**src/rtl/oram_cmd_arbiter_if.sv**
```systemverilog
// Bundle of the requester, backend and status signals around oram_cmd_arbiter.
//
// Modports:
//   master - the arbiter's view: consumes both requester command ports and the
//            backend response pulse; drives the requester readies, the backend
//            command, the per-port response steering and the status flags.
//   slave  - the environment's view (requesters + backend), directions mirrored.
//
// Signals:
//   InCmdValid0/InCmd0/InAddr0/InCmdReady0  port 0 (instruction fetch) command
//   InCmdValid1/InCmd1/InAddr1/InCmdReady1  port 1 (data) command
//   OutCmdValid/OutCmd/OutAddr/OutCmdReady  backend command port
//   RespValid                               backend read-response pulse
//   RespValid0/RespValid1                   response steered to the issuing port
//   Busy/SpuriousResp/ErrTimeout            status
interface oram_cmd_arbiter_if #(
  parameter int unsigned CmdWidth  = 2,
  parameter int unsigned AddrWidth = 32
);
  logic                 InCmdValid0;
  logic [CmdWidth-1:0]  InCmd0;
  logic [AddrWidth-1:0] InAddr0;
  logic                 InCmdReady0;
  logic                 InCmdValid1;
  logic [CmdWidth-1:0]  InCmd1;
  logic [AddrWidth-1:0] InAddr1;
  logic                 InCmdReady1;
  logic                 OutCmdValid;
  logic [CmdWidth-1:0]  OutCmd;
  logic [AddrWidth-1:0] OutAddr;
  logic                 OutCmdReady;
  logic                 RespValid;
  logic                 RespValid0;
  logic                 RespValid1;
  logic                 Busy;
  logic                 SpuriousResp;
  logic                 ErrTimeout;

  modport master (
    input  InCmdValid0, InCmd0, InAddr0,
    output InCmdReady0,
    input  InCmdValid1, InCmd1, InAddr1,
    output InCmdReady1,
    output OutCmdValid, OutCmd, OutAddr,
    input  OutCmdReady,
    input  RespValid,
    output RespValid0, RespValid1,
    output Busy, SpuriousResp, ErrTimeout
  );

  modport slave (
    output InCmdValid0, InCmd0, InAddr0,
    input  InCmdReady0,
    output InCmdValid1, InCmd1, InAddr1,
    input  InCmdReady1,
    input  OutCmdValid, OutCmd, OutAddr,
    output OutCmdReady,
    output RespValid,
    input  RespValid0, RespValid1,
    input  Busy, SpuriousResp, ErrTimeout
  );
endinterface

```
**src/rtl/oram_cmd_arbiter.sv**
```systemverilog
// Two-port round-robin arbiter in front of the single ORAM backend command port.
// Port 0 is instruction fetch, port 1 is data. Exactly one transaction is in
// flight: a read blocks further issue until the backend response arrives, and
// that response is steered back to the port that issued it.
//
// Ports:
//   Clock    system clock
//   Reset_n  asynchronous reset, active-low
//   bus      oram_cmd_arbiter_if.master (requester ports, backend port, status)
//
// Optional feature: define ORAM_ARB_TIMEOUT_EN to add a response watchdog that
// abandons a read after TimeoutCycles cycles in the wait state and raises the
// sticky ErrTimeout flag. Without it ErrTimeout is tied low.
module oram_cmd_arbiter #(
  parameter int unsigned          CmdWidth      = 2,
  parameter int unsigned          AddrWidth     = 32,
  parameter logic [CmdWidth-1:0]  ReadCmd       = CmdWidth'(1),
  parameter int unsigned          TimeoutCycles = 1024
) (
  input logic                Clock,
  input logic                Reset_n,
  oram_cmd_arbiter_if.master bus
);

  typedef enum logic [1:0] {StIdle, StIssue, StWaitResp} state_e;

  state_e               state_q, state_d;
  logic                 grant_q, grant_d;
  logic                 rr_last_q, rr_last_d;
  logic [CmdWidth-1:0]  out_cmd_q, out_cmd_d;
  logic [AddrWidth-1:0] out_addr_q, out_addr_d;
  logic                 spurious_q, spurious_d;

  logic sel_valid;
  logic sel;
  logic is_read;
  logic resp_fwd;

`ifdef ORAM_ARB_TIMEOUT_EN
  localparam int unsigned CntWidth = $clog2(TimeoutCycles + 1);
  logic [CntWidth-1:0] wait_cnt_q, wait_cnt_d;
  logic                err_timeout_q, err_timeout_d;
`endif

  // RRLast resets to 1 so that port 0 wins the first tie.
  assign sel_valid = bus.InCmdValid0 | bus.InCmdValid1;
  assign sel       = (bus.InCmdValid0 & bus.InCmdValid1) ? ~rr_last_q : bus.InCmdValid1;
  assign is_read   = (out_cmd_q == ReadCmd);

  always_comb begin
    state_d    = state_q;
    grant_d    = grant_q;
    rr_last_d  = rr_last_q;
    out_cmd_d  = out_cmd_q;
    out_addr_d = out_addr_q;
    resp_fwd   = 1'b0;
`ifdef ORAM_ARB_TIMEOUT_EN
    wait_cnt_d    = wait_cnt_q;
    err_timeout_d = err_timeout_q;
`endif

    unique case (state_q)
      StIdle: begin
        if (sel_valid) begin
          state_d    = StIssue;
          grant_d    = sel;
          rr_last_d  = sel;
          out_cmd_d  = sel ? bus.InCmd1  : bus.InCmd0;
          out_addr_d = sel ? bus.InAddr1 : bus.InAddr0;
        end
      end
      StIssue: begin
        if (bus.OutCmdReady) begin
          if (!is_read) begin
            state_d = StIdle;
          end else if (bus.RespValid) begin
            // Zero-latency backend: answer arrives with the accept.
            resp_fwd = 1'b1;
            state_d  = StIdle;
          end else begin
            state_d = StWaitResp;
`ifdef ORAM_ARB_TIMEOUT_EN
            wait_cnt_d = '0;
`endif
          end
        end
      end
      StWaitResp: begin
        if (bus.RespValid) begin
          resp_fwd = 1'b1;
          state_d  = StIdle;
        end else begin
`ifdef ORAM_ARB_TIMEOUT_EN
          wait_cnt_d = wait_cnt_q + 1'b1;
          if (wait_cnt_d == CntWidth'(TimeoutCycles)) begin
            err_timeout_d = 1'b1;
            state_d       = StIdle;
          end
`endif
        end
      end
      default: state_d = StIdle;
    endcase

    // Any response that is not steered to a port is unexpected.
    spurious_d = spurious_q | (bus.RespValid & ~resp_fwd);
  end

  always_ff @(posedge Clock or negedge Reset_n) begin
    if (!Reset_n) begin
      state_q    <= StIdle;
      grant_q    <= 1'b0;
      rr_last_q  <= 1'b1;
      out_cmd_q  <= '0;
      out_addr_q <= '0;
      spurious_q <= 1'b0;
    end else begin
      state_q    <= state_d;
      grant_q    <= grant_d;
      rr_last_q  <= rr_last_d;
      out_cmd_q  <= out_cmd_d;
      out_addr_q <= out_addr_d;
      spurious_q <= spurious_d;
    end
  end

`ifdef ORAM_ARB_TIMEOUT_EN
  always_ff @(posedge Clock or negedge Reset_n) begin
    if (!Reset_n) begin
      wait_cnt_q    <= '0;
      err_timeout_q <= 1'b0;
    end else begin
      wait_cnt_q    <= wait_cnt_d;
      err_timeout_q <= err_timeout_d;
    end
  end
  assign bus.ErrTimeout = err_timeout_q;
`else
  assign bus.ErrTimeout = 1'b0;
`endif

  assign bus.InCmdReady0  = (state_q == StIdle) & sel_valid & ~sel;
  assign bus.InCmdReady1  = (state_q == StIdle) & sel_valid & sel;
  assign bus.OutCmdValid  = (state_q == StIssue);
  assign bus.OutCmd       = out_cmd_q;
  assign bus.OutAddr      = out_addr_q;
  assign bus.RespValid0   = resp_fwd & ~grant_q;
  assign bus.RespValid1   = resp_fwd & grant_q;
  assign bus.Busy         = (state_q != StIdle);
  assign bus.SpuriousResp = spurious_q;

endmodule

```
**src/flat_wrapper.sv**
```systemverilog
// flat-port wrapper written by rule: the top's interface ports become plain ports
module oram_cmd_arbiter_flat 
#(
  parameter int unsigned          CmdWidth      = 2,
  parameter int unsigned          AddrWidth     = 32,
  parameter logic [CmdWidth-1:0]  ReadCmd       = CmdWidth'(1),
  parameter int unsigned          TimeoutCycles = 1024
)
  (Clock, Reset_n, bus_InCmdValid0, bus_InCmd0, bus_InAddr0, bus_InCmdReady0, bus_InCmdValid1, bus_InCmd1, bus_InAddr1, bus_InCmdReady1, bus_OutCmdValid, bus_OutCmd, bus_OutAddr, bus_OutCmdReady, bus_RespValid, bus_RespValid0, bus_RespValid1, bus_Busy, bus_SpuriousResp, bus_ErrTimeout);
  oram_cmd_arbiter_if #(.CmdWidth(CmdWidth), .AddrWidth(AddrWidth)) bus_i ();
  input logic Clock;
  input logic Reset_n;
  input wire logic [$bits(bus_i.InCmdValid0)-1:0] bus_InCmdValid0;
  input wire logic [$bits(bus_i.InCmd0)-1:0] bus_InCmd0;
  input wire logic [$bits(bus_i.InAddr0)-1:0] bus_InAddr0;
  output wire logic [$bits(bus_i.InCmdReady0)-1:0] bus_InCmdReady0;
  input wire logic [$bits(bus_i.InCmdValid1)-1:0] bus_InCmdValid1;
  input wire logic [$bits(bus_i.InCmd1)-1:0] bus_InCmd1;
  input wire logic [$bits(bus_i.InAddr1)-1:0] bus_InAddr1;
  output wire logic [$bits(bus_i.InCmdReady1)-1:0] bus_InCmdReady1;
  output wire logic [$bits(bus_i.OutCmdValid)-1:0] bus_OutCmdValid;
  output wire logic [$bits(bus_i.OutCmd)-1:0] bus_OutCmd;
  output wire logic [$bits(bus_i.OutAddr)-1:0] bus_OutAddr;
  input wire logic [$bits(bus_i.OutCmdReady)-1:0] bus_OutCmdReady;
  input wire logic [$bits(bus_i.RespValid)-1:0] bus_RespValid;
  output wire logic [$bits(bus_i.RespValid0)-1:0] bus_RespValid0;
  output wire logic [$bits(bus_i.RespValid1)-1:0] bus_RespValid1;
  output wire logic [$bits(bus_i.Busy)-1:0] bus_Busy;
  output wire logic [$bits(bus_i.SpuriousResp)-1:0] bus_SpuriousResp;
  output wire logic [$bits(bus_i.ErrTimeout)-1:0] bus_ErrTimeout;
  assign bus_i.InCmdValid0 = bus_InCmdValid0;
  assign bus_i.InCmd0 = bus_InCmd0;
  assign bus_i.InAddr0 = bus_InAddr0;
  assign bus_InCmdReady0 = bus_i.InCmdReady0;
  assign bus_i.InCmdValid1 = bus_InCmdValid1;
  assign bus_i.InCmd1 = bus_InCmd1;
  assign bus_i.InAddr1 = bus_InAddr1;
  assign bus_InCmdReady1 = bus_i.InCmdReady1;
  assign bus_OutCmdValid = bus_i.OutCmdValid;
  assign bus_OutCmd = bus_i.OutCmd;
  assign bus_OutAddr = bus_i.OutAddr;
  assign bus_i.OutCmdReady = bus_OutCmdReady;
  assign bus_i.RespValid = bus_RespValid;
  assign bus_RespValid0 = bus_i.RespValid0;
  assign bus_RespValid1 = bus_i.RespValid1;
  assign bus_Busy = bus_i.Busy;
  assign bus_SpuriousResp = bus_i.SpuriousResp;
  assign bus_ErrTimeout = bus_i.ErrTimeout;
  oram_cmd_arbiter #(.CmdWidth(CmdWidth), .AddrWidth(AddrWidth), .ReadCmd(ReadCmd), .TimeoutCycles(TimeoutCycles)) u_core (.Clock(Clock), .Reset_n(Reset_n), .bus(bus_i));
endmodule
```
**config.mk**
```make
export PLATFORM = sky130hd
export DESIGN_NAME = oram_cmd_arbiter_flat
export DESIGN_NICKNAME = d
export VERILOG_FILES = /design/src/rtl/oram_cmd_arbiter_if.sv /design/src/rtl/oram_cmd_arbiter.sv /design/src/flat_wrapper.sv
export SDC_FILE = /design/constraint.sdc
export NUM_CORES = 1
export LEC_CHECK = 0
export BUFFER_PORTS_ARGS = -buffer_cell sky130_fd_sc_hd__buf_2
export CAP_MARGIN = 20
export CORE_MARGIN = 1
export CORE_UTILIZATION = 35
export CTS_BUF_LIST = sky130_fd_sc_hd__clkbuf_8 sky130_fd_sc_hd__clkbuf_16
export CTS_CLUSTER_DIAMETER = 100
export DETAILED_ROUTE_END_ITERATION = 8
export HOLD_SLACK_MARGIN = 0.02
export PLACE_DENSITY = 0.81
export RECOVER_POWER = 100
export SKIP_LAST_GASP = 1
export SLEW_MARGIN = 20
export SYNTH_ARGS = -nofsm -noshare
export SYNTH_HDL_FRONTEND = slang
export SYNTH_SLANG_ARGS = --single-unit
export TNS_END_PERCENT = 1
```
**constraint.sdc**
```tcl
create_clock -name Clock -period 1.5 [get_ports Clock]
set_input_delay 0.075 -clock Clock [delete_from_list [all_inputs] [get_ports Clock]]
set_output_delay 0.075 -clock Clock [all_outputs]
set_load 0.01 [all_outputs]
```
==> summary.md <==
The run finished, with violations left. The final reports fail on setup timing. For this run, the detailed router's first-pass iteration total came to 4. The highest net fanout along the worst path is 18.

Of the cells placed in the final design, the portion with a size suffix greater than 1 is 39.1%. The worst setup slack after placement came out at -0.0642 ns. The number of global-route vias before repair is 1943.

The number of filler cells placed in the layout was 423. Overall global routing resource usage: 21.9%. The category of the most critical setup path was register to register.

In this run the critical register-to-register path is launched from u_core.state_q[1]$_DFFE_PN0P_. Worst min-delay path startpoint: bus_InAddr1[16]. The endpoint of the worst hold-timing path is u_core.bus.OutAddr[16]$_DFFE_PN0P_. After detailed routing, the number of remaining DRC violations is 0. The total routed wirelength was 6080 um. The most common library cell in the layout ignoring fill and taps was sky130_fd_sc_hd__buf_2. The logs give 1840 sq um for the post-synth design cell area and 150 for the gate count of the mapped netlist.

The die outline area was 5550 sq um. The cell family contributing the most delay on the critical path was buffers and inverters. The logs give 3500 um for the total half-perimeter wirelength after legalization and detailed placement and 228 for the synthesized netlist net count. Yosys mapped the design onto 26 distinct sky130hd cell types. TritonCTS built the clock tree. The number of failing setup endpoints in the final timing report is 40, and the routed length per instance is 15.7 um. Input and output buffers added on the ports amount to 114. The tools report the number of nets in the final layout as 394. The final worst setup slack was -0.113 ns; the clock input transition at the sequential cells of the worst setup and hold paths was 0.08 ns.

The first-iteration detailed-routing DRC count is 116, and the detail-routed via count per cell is 5.10. The power density relative to cell area came out at 1830 nW/um^2. The cell at the root of the clock tree was sky130_fd_sc_hd__clkbuf_8. The first global-routing pass estimated 9000 um of wire.

The peak clock frequency supported by timing is 620 MHz, and the static leakage is 1.61 nW. For the area inside the core boundary, the log shows 5070 sq um. STA puts the critical path data arrival time at 1.79 ns. Setup repair after global routing could not meet its margin everywhere.

After synthesis, the largest area contributor takes up 51.7% of total cell area. The number of antenna diodes in the final layout is 0. The tools report the sum of negative setup slack as -3.56 ns. The dominant cell type by area after synthesis is sky130_fd_sc_hd__dfrtp_1. The overflow left after global routing is 0, and the area occupied by multi-input gates is 806 sq um.

The run gives 0 as the max-slew violation total from the final report. Most repeated library cell on the critical path: sky130_fd_sc_hd__buf_4. Overall power consumption after layout is estimated at 0.00570 W. For the worst flop-to-flop path, the logic depth is 8.

The run gives 977 sq um as the sequential cell area in the final layout. In this run, CTS created clock tree buffers numbering 5. During synthesis, Yosys emitted a total of 0 warnings.

The final critical path time including I/O delays and setup works out to 1.61 ns. On the worst path, the slowest cell contributes a delay of 0.36 ns. STA classifies the critical path endpoint as a register. The logs give 2 for the maximum level of the CTS H-tree and 2 for the maximum buffer depth of the clock tree. The ratio of final minimum period to clock period is 108%, and the worst hold path cell count is 2. The cell with the largest stage delay on the worst path was sky130_fd_sc_hd__dfrtp_1. Traced cell by cell, the critical path runs through inv_2, buf_4, ha_4, nand2_2, a21oi_4, buf_4, buf_12, a221o_1. For the pin with the worst max-slew slack, the measured transition is 0.523 ns. For the number of standard-cell rows in the floorplan, the log shows 26. Post-synthesis to final-layout area growth: 69.4%.

Critical path buffer and inverter count: 4. The final weighted congestion of routability-driven global placement was 0.746; the count of nets left with antenna violations after detail routing was 0. The number of endpoints with negative hold slack in the final report is 0, and the mean instance size in the synthesized netlist is 12.3 sq um. Entering global routing, the biggest net connects 21 pins.

Measured against its own limit, the worst slew margin works out to 65.1%. STA puts the critical path data required time at 1.67 ns. The type of origin of the critical path is a register. The initial antenna violation count was 0; the worst-case register-to-register setup slack was -0.11 ns. In this run the critical register-to-register path is captured at u_core.bus.OutAddr[1]$_DFFE_PN0P_. The via count of the routed design came out at 1972. By area the synthesized netlist is led by sky130_fd_sc_hd__dfrtp_1 (52%), sky130_fd_sc_hd__a221o_1 (18%), sky130_fd_sc_hd__and3_1 (12%), sky130_fd_sc_hd__ha_1 (2.7%), sky130_fd_sc_hd__buf_6 (2.4%). The initial cell density of the core was 36.3%. The library cells used most frequently in the layout, excluding fill and tap cells, are sky130_fd_sc_hd__buf_2 (78), sky130_fd_sc_hd__dfrtp_1 (38), sky130_fd_sc_hd__clkbuf_1 (35), sky130_fd_sc_hd__and3_1 (34), sky130_fd_sc_hd__a221o_1 (34).

The number of cells after detailed placement came out at 330. The worst min-delay path class is primary input to register. During I/O placement, the number of pins put on the boundary was 116. The peak supply drop came out at 0.649 mV. Die boundary height: 74.5 um. Leaving out filler cells and counting taps, the final layout contains 387. Measured along the x axis, the die boundary spans 74.5 um.

The tool flagged a number of max-cap violations equal to 0. After synthesis the netlist holds a flip-flop and latch count of 39. The proportion of synthesized chip area in sequential cells was 53.1%.

The tree built by TritonCTS fans out to 39 sinks. Clock latency on the worst-skew pair, taken at its later pin, is 0.30 ns. Clock tree skew after final layout: 0.00845 ns.
repair_timing:
action,CTS,global route
gates cloned,1,0
endpoints found under the hold margin,50,1
hold buffers,32,1
pin swaps,3,2
gates resized for setup,10,2
setup endpoints to repair,14,40
buffers inserted,11,4
worst max-delay path by stage:
stage,from,endpoint,slack (ns),cells past startpoint
6_report,u_core.state_q[1]$_DFFE_PN0P_,u_core.bus.OutAddr[1]$_DFFE_PN0P_,-0.11,8
4_1_cts,u_core.state_q[1]$_DFFE_PN0P_,bus_RespValid1,-0.12,6
3_3_place_gp,u_core.state_q[0]$_DFFE_PN0P_,u_core.state_q[0]$_DFFE_PN0P_,0.03,4
3_5_place_dp,u_core.state_q[0]$_DFFE_PN0P_,u_core.state_q[0]$_DFFE_PN0P_,-0.06,4
5_1_grt,u_core.state_q[0]$_DFFE_PN0P_,u_core.state_q[0]$_DFFE_PN0P_,-0.19,4
2_1_floorplan,u_core.state_q[1]$_DFFE_PN0P_,u_core.state_q[0]$_DFFE_PN0P_,-0.04,4
power breakdown:
group          total (W)  switching [W]  internal (W)  leakage [nW]
clock            0.00103       0.000373      0.000658        0.0695
sequential       0.00190       0.000339       0.00156         0.476
combinational    0.00276        0.00133       0.00143          1.07
total            0.00570        0.00204       0.00366          1.61
sequential cells by signal, indices dropped and copies added, names as in the netlist:
name                     count
u_core.grant_q               1
u_core.state_q               2
u_core.bus.SpuriousResp      1
u_core.rr_last_q             1
u_core.bus.OutCmd            2
u_core.bus.OutAddr          32
cells in the mapped netlist:
cell,number
sky130_fd_sc_hd__dfrtp_1,38
sky130_fd_sc_hd__buf_4,1
sky130_fd_sc_hd__o21ai_0,1
sky130_fd_sc_hd__and2_4,1
sky130_fd_sc_hd__nor3_1,2
sky130_fd_sc_hd__mux2i_1,1
sky130_fd_sc_hd__inv_1,6
sky130_fd_sc_hd__o21ai_2,1
sky130_fd_sc_hd__a21o_1,3
sky130_fd_sc_hd__nand2_1,1
sky130_fd_sc_hd__ha_1,4
sky130_fd_sc_hd__a222oi_1,1
sky130_fd_sc_hd__buf_2,5
sky130_fd_sc_hd__a21oi_4,1
sky130_fd_sc_hd__clkbuf_1,4
sky130_fd_sc_hd__nand4b_1,1
sky130_fd_sc_hd__nor2_1,1
sky130_fd_sc_hd__and4b_1,1
sky130_fd_sc_hd__and2_1,1
sky130_fd_sc_hd__dfstp_2,1
sky130_fd_sc_hd__nand2b_1,1
sky130_fd_sc_hd__buf_6,4
sky130_fd_sc_hd__a221o_1,34
sky130_fd_sc_hd__and3_1,34
sky130_fd_sc_hd__mux2_1,1
sky130_fd_sc_hd__conb_1,1
cell families after synthesis:
family	count (synthesis)	synth area share (%)
buffers and inverters	20	6.25
muxes	2	1.16
AOI/OAI and AO/OA	41	21.9
and+or+nand+nor	43	14.7
other	1	0.204
DFF	39	53.1
adders and majority gates	4	2.72
routing by layer:
metal | part of all wire [%] | vias to the layer above | track usage, % | wire length [um]
met3 | 4.6 | 8 | 5.42 | 277
li1 | - | 919 | - | -
met5 | 0 | - | 0 | 0
met1 | 41 | 974 | 25.3 | 2490
met2 | 53 | 71 | 39.7 | 3240
met4 | 1.2 | 0 | 6.71 | 74
per-stage QoR:
step / hold WS, ns / util [%] / cell area (sq um)
after floorplan: -0.221 / - / 1840
after CTS: 0.0256 / 61.7 / 3130
after global routing: 0.0125 / 61.4 / 3120
after global placement: 0.0633 / 50.2 / 2550
final: 0.0259 / 61.4 / 3120
after detailed placement: 0.0645 / 50.2 / 2550
layout make-up:
class | count | share of cell area, %
clock buffer | 5 | 2.21
clock inverter | 3 | 2.05
inverter | 6 | 0.722
multi-input combinational | 92 | 25.8
sequential | 39 | 31.3
tap | 70 | 2.81
timing repair buffer | 172 | 35.0
(Power assumes the default switching activity.)
